--- config.mk ---
export PLATFORM = sky130hd
export DESIGN_NAME = cond_unit
export DESIGN_NICKNAME = d
export VERILOG_FILES = /design/src/rtl/cond_unit.sv
export SDC_FILE = /design/constraint.sdc
export NUM_CORES = 1
export LEC_CHECK = 0
export CAP_MARGIN = 10
export CORE_ASPECT_RATIO = 0.75
export CORE_MARGIN = 8
export CORE_UTILIZATION = 41
export CTS_BUF_LIST = sky130_fd_sc_hd__clkbuf_16
export CTS_CLUSTER_SIZE = 20
export DETAILED_ROUTE_END_ITERATION = 6
export PLACE_DENSITY = 0.84
export SETUP_SLACK_MARGIN = 0.15
export SLEW_MARGIN = 20
export SYNTH_ARGS = -nofsm -noshare
export SYNTH_HDL_FRONTEND = slang
export SYNTH_SLANG_ARGS = --single-unit
--- constraint.sdc ---
create_clock -name clk -period 6.49 [get_ports clk]
set_clock_uncertainty 0.1 [all_clocks]
set_input_delay 1.6225 -clock clk [delete_from_list [all_inputs] [get_ports clk]]
set_output_delay 1.6225 -clock clk [all_outputs]
set_load 0.05 [all_outputs]
--- src/rtl/cond_unit.sv ---
// Execute-stage condition unit: holds the NZCV flags, evaluates the instruction
// condition against them, gates the write controls and registers the E/M stage.
module cond_unit #(
  parameter logic [3:0]  FLAG_RST = 4'b0000,
  parameter int unsigned DW       = 32
) (
  input  logic          clk,
  input  logic          reset,
  input  logic [3:0]    CondE,
  input  logic [1:0]    FlagWriteE,
  input  logic [3:0]    ALUFlags,
  input  logic [DW-1:0] ALUResultE,
  input  logic          RegWriteE,
  input  logic          MemWriteE,
  input  logic          PCSrcE,
  input  logic          StallM,
  input  logic          FlushE,
  output logic          CondExE,
  output logic          BranchTakenE,
  output logic [3:0]    Flags,
  output logic          RegWriteM,
  output logic          MemWriteM,
  output logic          PCSrcM,
  output logic [DW-1:0] ALUResultM
);

  typedef enum logic [3:0] {
    COND_EQ = 4'b0000,
    COND_NE = 4'b0001,
    COND_CS = 4'b0010,
    COND_CC = 4'b0011,
    COND_MI = 4'b0100,
    COND_PL = 4'b0101,
    COND_VS = 4'b0110,
    COND_VC = 4'b0111,
    COND_HI = 4'b1000,
    COND_LS = 4'b1001,
    COND_GE = 4'b1010,
    COND_LT = 4'b1011,
    COND_GT = 4'b1100,
    COND_LE = 4'b1101,
    COND_AL = 4'b1110,
    COND_NV = 4'b1111
  } cond_e;

  logic [3:0]    flags_q, flags_d;
  logic          regwrite_q, memwrite_q, pcsrc_q;
  logic [DW-1:0] aluresult_q;
  logic          cond_ex;
  logic          flag_n, flag_z, flag_c, flag_v;
  logic          flag_en;

  assign {flag_n, flag_z, flag_c, flag_v} = flags_q;

  // Condition decode from the registered flags only (no bypass from ALUFlags)
  always_comb begin
    cond_ex = 1'b0;
    case (cond_e'(CondE))
      COND_EQ: cond_ex = flag_z;
      COND_NE: cond_ex = ~flag_z;
      COND_CS: cond_ex = flag_c;
      COND_CC: cond_ex = ~flag_c;
      COND_MI: cond_ex = flag_n;
      COND_PL: cond_ex = ~flag_n;
      COND_VS: cond_ex = flag_v;
      COND_VC: cond_ex = ~flag_v;
      COND_HI: cond_ex = flag_c & ~flag_z;
      COND_LS: cond_ex = ~flag_c | flag_z;
      COND_GE: cond_ex = (flag_n == flag_v);
      COND_LT: cond_ex = (flag_n != flag_v);
      COND_GT: cond_ex = ~flag_z & (flag_n == flag_v);
      COND_LE: cond_ex = flag_z | (flag_n != flag_v);
      COND_AL: cond_ex = 1'b1;
      COND_NV: cond_ex = 1'b0;
      default: cond_ex = 1'b0;
    endcase
  end

  assign flag_en = ~StallM & ~FlushE & cond_ex;

  // Next flags: NZ and CV halves update independently, unselected bits hold
  always_comb begin
    flags_d = flags_q;
    if (flag_en) begin
      if (FlagWriteE[1]) flags_d[3:2] = ALUFlags[3:2];
      if (FlagWriteE[0]) flags_d[1:0] = ALUFlags[1:0];
    end
  end

  // Flags register
  always_ff @(posedge clk) begin
    if (reset) flags_q <= FLAG_RST;
    else       flags_q <= flags_d;
  end

  // E/M pipeline register: stall holds everything, flush clears only controls
  always_ff @(posedge clk) begin
    if (reset) begin
      regwrite_q  <= 1'b0;
      memwrite_q  <= 1'b0;
      pcsrc_q     <= 1'b0;
      aluresult_q <= '0;
    end else if (!StallM) begin
      if (FlushE) begin
        regwrite_q <= 1'b0;
        memwrite_q <= 1'b0;
        pcsrc_q    <= 1'b0;
      end else begin
        regwrite_q <= RegWriteE & cond_ex;
        memwrite_q <= MemWriteE & cond_ex;
        pcsrc_q    <= PCSrcE & cond_ex;
      end
      aluresult_q <= ALUResultE;
    end
  end

  assign CondExE      = cond_ex;
  assign BranchTakenE = PCSrcE & cond_ex & ~FlushE;
  assign Flags        = flags_q;
  assign RegWriteM    = regwrite_q;
  assign MemWriteM    = memwrite_q;
  assign PCSrcM       = pcsrc_q;
  assign ALUResultM   = aluresult_q;

endmodule
==> results.toml, run 1 <==
[placement]
io_buffers = 89
gp_congestion = 0.788
dp_slack_ns = 0.550
dpl.cell_count = 296
dp_hpwl_um = 3150
placed_area_um2 = 2540

[timing]
relSlewSlack_pct = 32.6
fin_crit_ns = 5.98
worst_pin_slew_ns = 1.01
setup_slack_ns = 0.513
final_max_slew_viol_count = 0
hold_slack_ns = 0.366
timing.final.hold_violations = 0
fin_setup_tns_ns = 0
fin_crit_sh_pct = 92.1
rsz0062_at_grt = "false"
fmax_mhz = 167
setup_violations = 0

[critical_path]
cp_cell_sequence = "clkdlybuf4s50_1 > a21oi_1 > o311ai_1 > o21a_1 > and3b_1 > clkdlybuf4s50_1"
path_max_fanout = 9
crit_end = "BranchTakenE"
end_kind = "output pin"
critPathLaunch = "CondE[2]"
r2r_cells = 4
worstReg2RegEnd = "Flags[2]"
path_buf_inv = 2
cp.depth = 6
cp_common_cell = "clkdlybuf4s50_1"
r2r-start = "Flags[0]"
start_kind = "input port"
crit_arrival_ns = 4.25
r2r_setup_slack_ns = 4.63
cp_top_family = "buffers and inverters"
crit_type = "in -> out"
critPathMaxStageDelay_ns = 0.80
worst_ep_required_time_ns = 4.77
cpMaxStageDelayCell = "clkdlybuf4s50_1"

[logic_synthesis]
synthCells = 161
postSynthAreaPerCell_um2 = 10.1
synth_seq_area_share_pct = 47.9
ys_async_sr_fraction_pct = 0
synth_cell_type_count = 28
ys_warn_count = 0
synthFlopType = "dfxtp_1"
syn-num-nets = 210
synthesis.area_um2 = 1630
ys_ff_latch = 39
synth_edf_count = 0

[clock_network]
root_buffer = "clkbuf_16"
tritoncts = "built"
htree_levels = 2
postCtsHoldBufs = 0
cts_setup_buffers = 0
cts_resized = 0
cts.sinks = 39
cts.path.max_buffers = 2
path_clk_slew_ns = 0.05
cts_buffers = 5
clkLatencyLatePin_ns = 0.27

[global_routing]
grt_pass1_wl_um = 6790
gr-total-overflow = 0
grtUsageTotal_pct = 13.8
grt_pass1_vias = 1349
antenna_found_initial = 0
grt_max_degree = 44

[floorplanning]
fp-row-count = 20
fp.dieH_um = 70.6
die_w_um = 88.8
io_pins = 90
coreArea_um2 = 3930
die_area_um2 = 6270
initial_core_util_pct = 41.5

[layout]
layout.nets = 297
multi_input_area_um2 = 792
n_antenna_cell = 0
seqCellArea_um2 = 781
area_delta_synth_final_pct = 64.5
stdcell_area_um2 = 2680
final_cells = 304
drive_gt1_share_pct = 6.83
fill_cells = 332

[routing]
wl_um = 4380
dr.pass1.iters = 4
drc = 0
num_vias = 1429
wl_per_cell_um = 14.4
viasPerCell = 4.70
final_antenna_net_count = 0
drt-initial-drc-count = 32

[pwr]
powerDensity_nw_per_um2 = 239
p_leak_uw = 0.00108
vdd_drop_max_uv = 180

[min_path]
hold_class = "reg -> reg"

[status]
status = "complete, no violations"

[flow_run]
max_cap_violations = 0
[tightest hold or removal path, stage by stage (launching register included)]
cell and delay [ns]:
dfxtp_1 0.30, nand2_1 0.06, a21oi_1 0.06
[cell type report]
type,count,area share (%)
repair buffers,90,33.3
multi-input cells,111,29.6
clock inverters,3,0.607
flip-flops and latches,39,29.1
well taps,55,2.57
inverters,1,0.140
clock buffers,5,4.67
[how the worst min path moves through the flow]
stage	startpoint	endpoint	slack, ns	cells past startpoint
5_1_grt	MemWriteM	MemWriteM	0.39	2
4_1_cts	RegWriteM	RegWriteM	0.37	2
3_5_place_dp	RegWriteM	RegWriteM	0.36	2
6_report	RegWriteM	RegWriteM	0.37	2
2_1_floorplan	MemWriteM	MemWriteM	0.60	2
3_3_place_gp	MemWriteM	MemWriteM	0.36	2
[logic make-up (layout without fill, tap and decap cells)]
kind of cell           Yosys count  in the layout  synth area share [%]
AO/OA/AOI/OAI                   17             17                  8.52
AND/OR/NAND/NOR                 54             54                  15.0
buffers and inverters           11             99                  3.46
XOR/XNOR                         3              3                  1.61
flip-flops                      39             39                  47.9
multiplexers                    37             37                  23.5
[sequential cells by signal (all words and copies together) (netlist names)]
register / flops
ALUResultM: 32
Flags: 4
MemWriteM: 1
PCSrcM: 1
RegWriteM: 1
[power by group]
part	total (uW)	switching, uW	internal [uW]	leakage [uW]
clock	230	90.3	140	0.0000710
sequential	260	7.05	253	0.000321
combinational	150	83.5	66.7	0.000687
total	640	181	459	0.00108
[per-layer routing]
| metal | track usage, % | share of wire, % |
|---|---|---|
| met1 | 16.5 | 44 |
| met2 | 19.0 | 41 |
| met3 | 9.49 | 14 |
| met4 | 3.93 | 0.25 |
| met5 | 0 | 0 |
[stage by stage]
step                      util [%]  total power [uW]
after global routing          68.2               670
after detailed placement      64.6               416
after CTS                     68.2               648
after global placement        64.6               415
final                         68.2               640
after floorplan                  -               353
[cell usage after synthesis (3+ instances only)]
cell,count,area share (%)
nand2b_1,9,3.5
buf_1,3,0.69
nand2_1,5,1.2
nor2_1,35,8.1
dfxtp_1,39,48
a21oi_1,5,1.5
o2111ai_1,3,1.6
mux2i_1,36,22
buf_2,3,0.92
[cell usage in the layout (no fill, tap or decap)]
cell type / count
a2111oi_2: 1
a211o_2: 1
a21oi_1: 5
a31o_2: 1
and3b_1: 1
buf_2: 1
buf_4: 1
clkbuf_16: 5
clkdlybuf4s50_1: 88
clkinv_2: 1
clkinvlp_4: 1
dfxtp_1: 39
inv_1: 2
mux2i_1: 36
mux2i_4: 1
nand2_1: 5
nand2b_1: 9
nand4_1: 1
nor2_1: 35
nor2b_1: 1
nor3_2: 1
o2111a_2: 2
o2111ai_1: 3
o21a_1: 2
o21ai_0: 1
o311ai_1: 1
or2_2: 1
xnor2_1: 2
xor2_1: 1
Note: power is estimated with default switching activity, not from simulation.
==> run 2: changes to the inputs <==
--- a/config.mk
+++ b/config.mk
@@ -12,7 +12,7 @@
 export CTS_BUF_LIST = sky130_fd_sc_hd__clkbuf_16
 export CTS_CLUSTER_SIZE = 20
 export DETAILED_ROUTE_END_ITERATION = 6
-export PLACE_DENSITY = 0.84
+export PLACE_DENSITY = 0.9
 export SETUP_SLACK_MARGIN = 0.15
 export SLEW_MARGIN = 20
 export SYNTH_ARGS = -nofsm -noshare
==> run 2 against run 1 <==
  * Power is 1.6% lower
  * Cell count stayed put
  * Die area stayed put
  * Non-clock buffer count stayed put
  * Maximum frequency is 0.25% lower
  * Routed wire length is 0.34% higher
  * Sequential share of layout area is 0.054 points higher
  * Final area is 0.19% lower
  * Core utilization is 0.13 points lower
  * Worst setup slack worse by 0.015 ns
  * Via count is 0.56% lower
  * Sequential cell count stayed put
  * Largest cell class unchanged
  * Highest routed layer unchanged
==> results.toml, run 2 (synthesis results as in run 1) <==
[pwr]
vdd_drop_max_uv = 170
p_int_uw = 457
p_clk_share_pct = 34.9
power_frac_seq_pct = 41.3
switching_power_uw = 173
p_comb_share_pct = 23.8
p_leak_uw = 0.00108
powerDensity_nw_per_um2 = 236
swShare_pct = 27.4

[critical_path]
critPathMaxStageDelay_ns = 0.80
path_max_fanout = 9
r2r_setup_slack_ns = 4.59
cp_top_family = "buffers and inverters"
worstReg2RegEnd = "Flags[1]"
cp_common_cell = "clkdlybuf4s50_1"
crit_arrival_ns = 4.27
end_kind = "output pin"
crit_type = "in -> out"
cpMaxStageDelayCell = "clkdlybuf4s50_1"
worst_ep_required_time_ns = 4.77
cp_cell_sequence = "clkdlybuf4s50_1 > a21oi_1 > o311ai_1 > o21a_1 > and3b_1 > clkdlybuf4s50_1"
r2r_cells = 4
path_buf_inv = 2
r2r-start = "Flags[0]"
start_kind = "input port"

[routing]
dr.pass1.iters = 4
num_vias = 1421
drc = 0
final_antenna_net_count = 0
wl_per_cell_um = 14.4
viasPerCell = 4.67
wl_um = 4390
drt-initial-drc-count = 46

[min_path]
min_to = "MemWriteM"
hold_class = "reg -> reg"
min_path_cells = 2
hp-start = "MemWriteM"

[timing]
rsz0062_at_grt = "false"
fin_crit_sh_pct = 92.3
fin_setup_tns_ns = 0
worst_pin_slew_ns = 0.998
hold_slack_ns = 0.364
relSlewSlack_pct = 33.5
setup_violations = 0
timing.final.hold_violations = 0
fin_crit_ns = 5.99
final_max_slew_viol_count = 0
fmax_mhz = 167

[placement]
dp_hpwl_um = 3390
placed_area_um2 = 2540
io_buffers = 89
gp_congestion = 0.826

[floorplanning]
die_area_um2 = 6270
fp-row-count = 20
coreArea_um2 = 3930
initial_core_util_pct = 41.5
io_pins = 90
fp.dieH_um = 70.6
die_w_um = 88.8

[layout]
drive_gt1_share_pct = 6.02
layout_common_cells = "88 x clkdlybuf4s50_1, 39 x dfxtp_1, 36 x mux2i_1, 35 x nor2_1, 9 x nand2b_1"
stdcell_area_um2 = 2680
n_antenna_cell = 0
largest_register_ffs = 32
layout.nets = 297
area_delta_synth_final_pct = 64.2
fin_util_pct = 68.1
final_common_cell = "clkdlybuf4s50_1"

[clock_network]
htree_levels = 2
cts_buffers = 5
path_clk_slew_ns = 0.05
cts_setup_buffers = 0
postCtsHoldBufs = 0
cts.sinks = 39
cts_resized = 0
tritoncts = "built"
clkLatencyLatePin_ns = 0.27
cts.path.max_buffers = 2
root_buffer = "clkbuf_16"

[global_routing]
gr-total-overflow = 0
grt_pass1_wl_um = 6890
antenna_found_initial = 0
grtUsageTotal_pct = 13.8
grt_pass1_vias = 1411
grt_max_degree = 44

[status]
status = "complete, no violations"

[flow_run]
max_cap_violations = 0
==> run 2: changes by cell type in the layout (fill, tap and decap cells not counted), sizes merged <==
cell      previous run  this run
clkinv               1         2
clkinvlp             1         0
==> run 2: worst reg2reg max path: stages, from the launching register on <==
cell      delay [ns]
dfxtp_1         0.36
xor2_1          0.20
o311ai_1        0.68
o2111a_2        0.31
mux2i_1         0.18
==> run 2: routing by layer <==
layer | GRT usage (%) | vias up | share of wire (%)
li1 | - | 724 | -
met1 | 15.2 | 642 | 42
met2 | 21.8 | 53 | 46
met5 | 0 | - | 0
met4 | 3.36 | 0 | 0.41
met3 | 8.22 | 2 | 12
==> run 2: area by class of cell <==
class,instances,area [um2]
fillers,334,1250
well taps,55,68.8
clock buffers,5,125
repair buffers,90,893
multi-input cells,111,792
clock inverters,3,11.3
flip-flops and latches,39,781
inverters,1,3.75
==> run 2: power groups by stage <==
stage	clock network, uW	logic, uW	registers (uW)
global placement	0	149	264
detailed placement	0	151	265
global route	241	158	262
finish	220	150	260
floorplan	0	43.0	310
CTS	227	151	260
==> run 2: worst max-delay path by stage <==
stage             start  cells after the start      endpoint  slack [ns]
2_1_floorplan  CondE[0]                      6  BranchTakenE        1.35
3_3_place_gp   CondE[2]                      6  BranchTakenE        0.60
3_5_place_dp   CondE[2]                      6  BranchTakenE        0.52
4_1_cts        CondE[2]                      6  BranchTakenE        0.51
5_1_grt        CondE[2]                      6  BranchTakenE        0.35
6_report       CondE[2]                      6  BranchTakenE        0.50
==> run 2: per-stage QoR <==
stage	worst slack, ns	cells	power (uW)
finish	0.498	304	630
global route	0.351	304	661
CTS	0.512	304	638
detailed placement	0.522	296	416
global placement	0.605	296	414
floorplan	1.35	161	353
==> run 3: changes to the inputs <==
--- a/config.mk
+++ b/config.mk
@@ -5,14 +5,14 @@
 export SDC_FILE = /design/constraint.sdc
 export NUM_CORES = 1
 export LEC_CHECK = 0
-export CAP_MARGIN = 10
+export ABC_AREA = 1
 export CORE_ASPECT_RATIO = 0.75
 export CORE_MARGIN = 8
 export CORE_UTILIZATION = 41
 export CTS_BUF_LIST = sky130_fd_sc_hd__clkbuf_16
 export CTS_CLUSTER_SIZE = 20
 export DETAILED_ROUTE_END_ITERATION = 6
-export PLACE_DENSITY = 0.9
+export PLACE_DENSITY = 0.91
 export SETUP_SLACK_MARGIN = 0.15
 export SLEW_MARGIN = 20
 export SYNTH_ARGS = -nofsm -noshare
==> run 3 against run 2 <==
  * Synthesized cell count grew 44%
  * Cell count grew 22%
  * Power grew 3.9%
  * Core utilization grew 3.6 points
  * Sequential power is essentially flat
  * Maximum frequency grew 6.3%
  * First-iteration DRC count grew 150%
  * Hold slack lost 0.0014 ns
  * Die area shrank 0.19%
  * Routed wire length grew 11%
  * Largest cell class unchanged
==> results.toml, run 3 <==
[logic_synthesis]
syn-num-nets = 281
synth.largest_area_cell = "dfxtp_1"
synth_top_area_share_pct = 48.0
yosys-top-cells-count = "72 x nor2_1, 39 x dfxtp_1, 33 x o21ai_0, 32 x nand2_1, 14 x nand3_1"
synthesis.area_um2 = 1630
synthFlopType = "dfxtp_1"
synth_edf_count = 0
synth_cell_type_count = 16
synthCells = 232
synth_seq_area_share_pct = 48.0
ys_async_sr_fraction_pct = 0
synth_most_common_cell = "nor2_1"
ys_warn_count = 0
ys_ff_latch = 39
synth_area_leaders = "dfxtp_1 48%, nor2_1 17%, o21ai_0 10%"
postSynthAreaPerCell_um2 = 7.01

[timing]
fin_setup_tns_ns = 0
fin_crit_sh_pct = 86.8
setup_violations = 0
final_max_slew_viol_count = 0
relSlewSlack_pct = 36.6
hold_slack_ns = 0.363
fmax_mhz = 177
timing.final.hold_violations = 0
rsz0062_at_grt = "false"
fin_crit_ns = 5.64
worst_pin_slew_ns = 0.951

[routing]
drt-initial-drc-count = 113
wl_per_cell_um = 13.1
dr.pass1.iters = 4
drc = 0
num_vias = 1750
wl_um = 4850
final_antenna_net_count = 0
viasPerCell = 4.72

[critical_path]
cp_common_cell = "nand2_1"
end_kind = "output pin"
path_buf_inv = 3
critPathMaxStageDelay_ns = 0.80
start_kind = "input port"
cp_cell_sequence = "clkdlybuf4s50_1 > nor2_2 > nand3_1 > nand2_1 > inv_1 > nand2_1 > nand2_1 > nand3_1 > nand2_1 > nand3_2 > nand2_1 > nor2_1 > clkdlybuf4s50_1"
crit_arrival_ns = 3.91
crit_type = "in -> out"
cp_top_family = "buffers and inverters"
worst_ep_required_time_ns = 4.77
cpMaxStageDelayCell = "clkdlybuf4s50_1"
path_max_fanout = 11

[placement]
gp_congestion = 0.914
placed_area_um2 = 2540
dpl.cell_count = 363
io_buffers = 89
dp_hpwl_um = 3720

[global_routing]
antenna_found_initial = 0
grt_util_met1_pct = 18.4
grt_pass1_vias = 1649
grt_pass1_wl_um = 7860
grt_max_degree = 38
grt-busiest-layer = "met2"
use_met3_pct = 6.54
gr-total-overflow = 0
grtUsageTotal_pct = 15.6
grt_use_met2_pct = 25.2

[layout]
layout.nets = 367
largest_register_ffs = 32
layout_common_cells = "89 x clkdlybuf4s50_1, 72 x nor2_1, 39 x dfxtp_1, 33 x o21ai_0, 32 x nand2_1"
final_cells = 371
fill_cells = 307
drive_gt1_share_pct = 5.02
stdcell_area_um2 = 2670
area_delta_synth_final_pct = 64.5
n_antenna_cell = 0
final_common_cell = "clkdlybuf4s50_1"

[pwr]
p_leak_uw = 0.00113
finalPower_uw = 655
vdd_drop_max_uv = 161
powerDensity_nw_per_um2 = 245

[floorplanning]
die_w_um = 88.7
fp.dieH_um = 70.5
fp-row-count = 19
io_pins = 90
die_area_um2 = 6260
coreArea_um2 = 3730
initial_core_util_pct = 43.5

[clock_network]
cts_buffers = 5
root_buffer = "clkbuf_16"
cts.path.max_buffers = 2
cts_resized = 0
tritoncts = "built"
cts_setup_buffers = 0
htree_levels = 2
clkLatencyLatePin_ns = 0.27
postCtsHoldBufs = 0
cts.sinks = 39
path_clk_slew_ns = 0.05

[flow_run]
max_cap_violations = 0

[min_path]
hold_class = "reg -> reg"

[status]
status = "complete, no violations"
## run 3: changes by cell type in the layout (fill, tap and decap cells not counted), moves of 9 or more
| cell | previous run | this run |
|---|---|---|
| inv_1 | 2 | 15 |
| mux2i_1 | 36 | 0 |
| nand2_1 | 5 | 32 |
| nand2b_1 | 9 | 0 |
| nand3_1 | 0 | 14 |
| nor2_1 | 35 | 72 |
| o21ai_0 | 1 | 33 |
## run 3: tightest hold or removal path, cell delays in order, from the launching register on
cell,delay (ns)
dfxtp_1,0.30
nand2_1,0.06
a21oi_1,0.05
## run 3: path summary, 6_finish.rpt
check	startpoint	endpoint	slack, ns	cells past startpoint
max reg2reg	Flags[3]	Flags[2]	4.74	12
max	CondE[1]	BranchTakenE	0.85	13
min	RegWriteM	RegWriteM	0.36	2
min reg2reg	RegWriteM	RegWriteM	0.36	2
## run 3: logic make-up (layout without fill, tap and decap cells)
group	Yosys count	in the layout	synth area share (%)
AOI/OAI and AO/OA	37	37	11.4
buffers and inverters	28	115	7.16
and+or+nand+nor	128	128	33.4
DFF	39	39	48.0
## run 3: area by class of cell
class / instances / area [um2] / area share (%)
timing repair buffer: 90 / 898 / 33.6
sequential: 39 / 781 / 29.2
multi-input combinational: 165 / 728 / 27.2
clock buffer: 5 / 125 / 4.68
tap: 52 / 65.1 / 2.43
inverter: 17 / 63.8 / 2.39
clock inverter: 3 / 12.5 / 0.468
## run 3: per-layer routing
metal / up-vias / part of all wire [%] / routed length (um)
li1: 908 / - / -
met1: 769 / 43 / 2090
met2: 65 / 47 / 2270
met3: 8 / 9.0 / 435
met4: 0 / 1.3 / 63
met5: - / 0 / 0
## run 3: report_power, final
| group | switching, uW | internal [uW] |
|---|---|---|
| sequential | 8.23 | 255 |
| clock | 82.7 | 138 |
| combinational | 103 | 67.2 |
## run 3: per-stage QoR
stage	setup slack [ns]	util [%]
floorplan	1.67	-
global placement	0.944	68.0
detailed placement	0.869	68.0
CTS	0.860	71.6
global route	0.704	71.6
finish	0.854	71.6
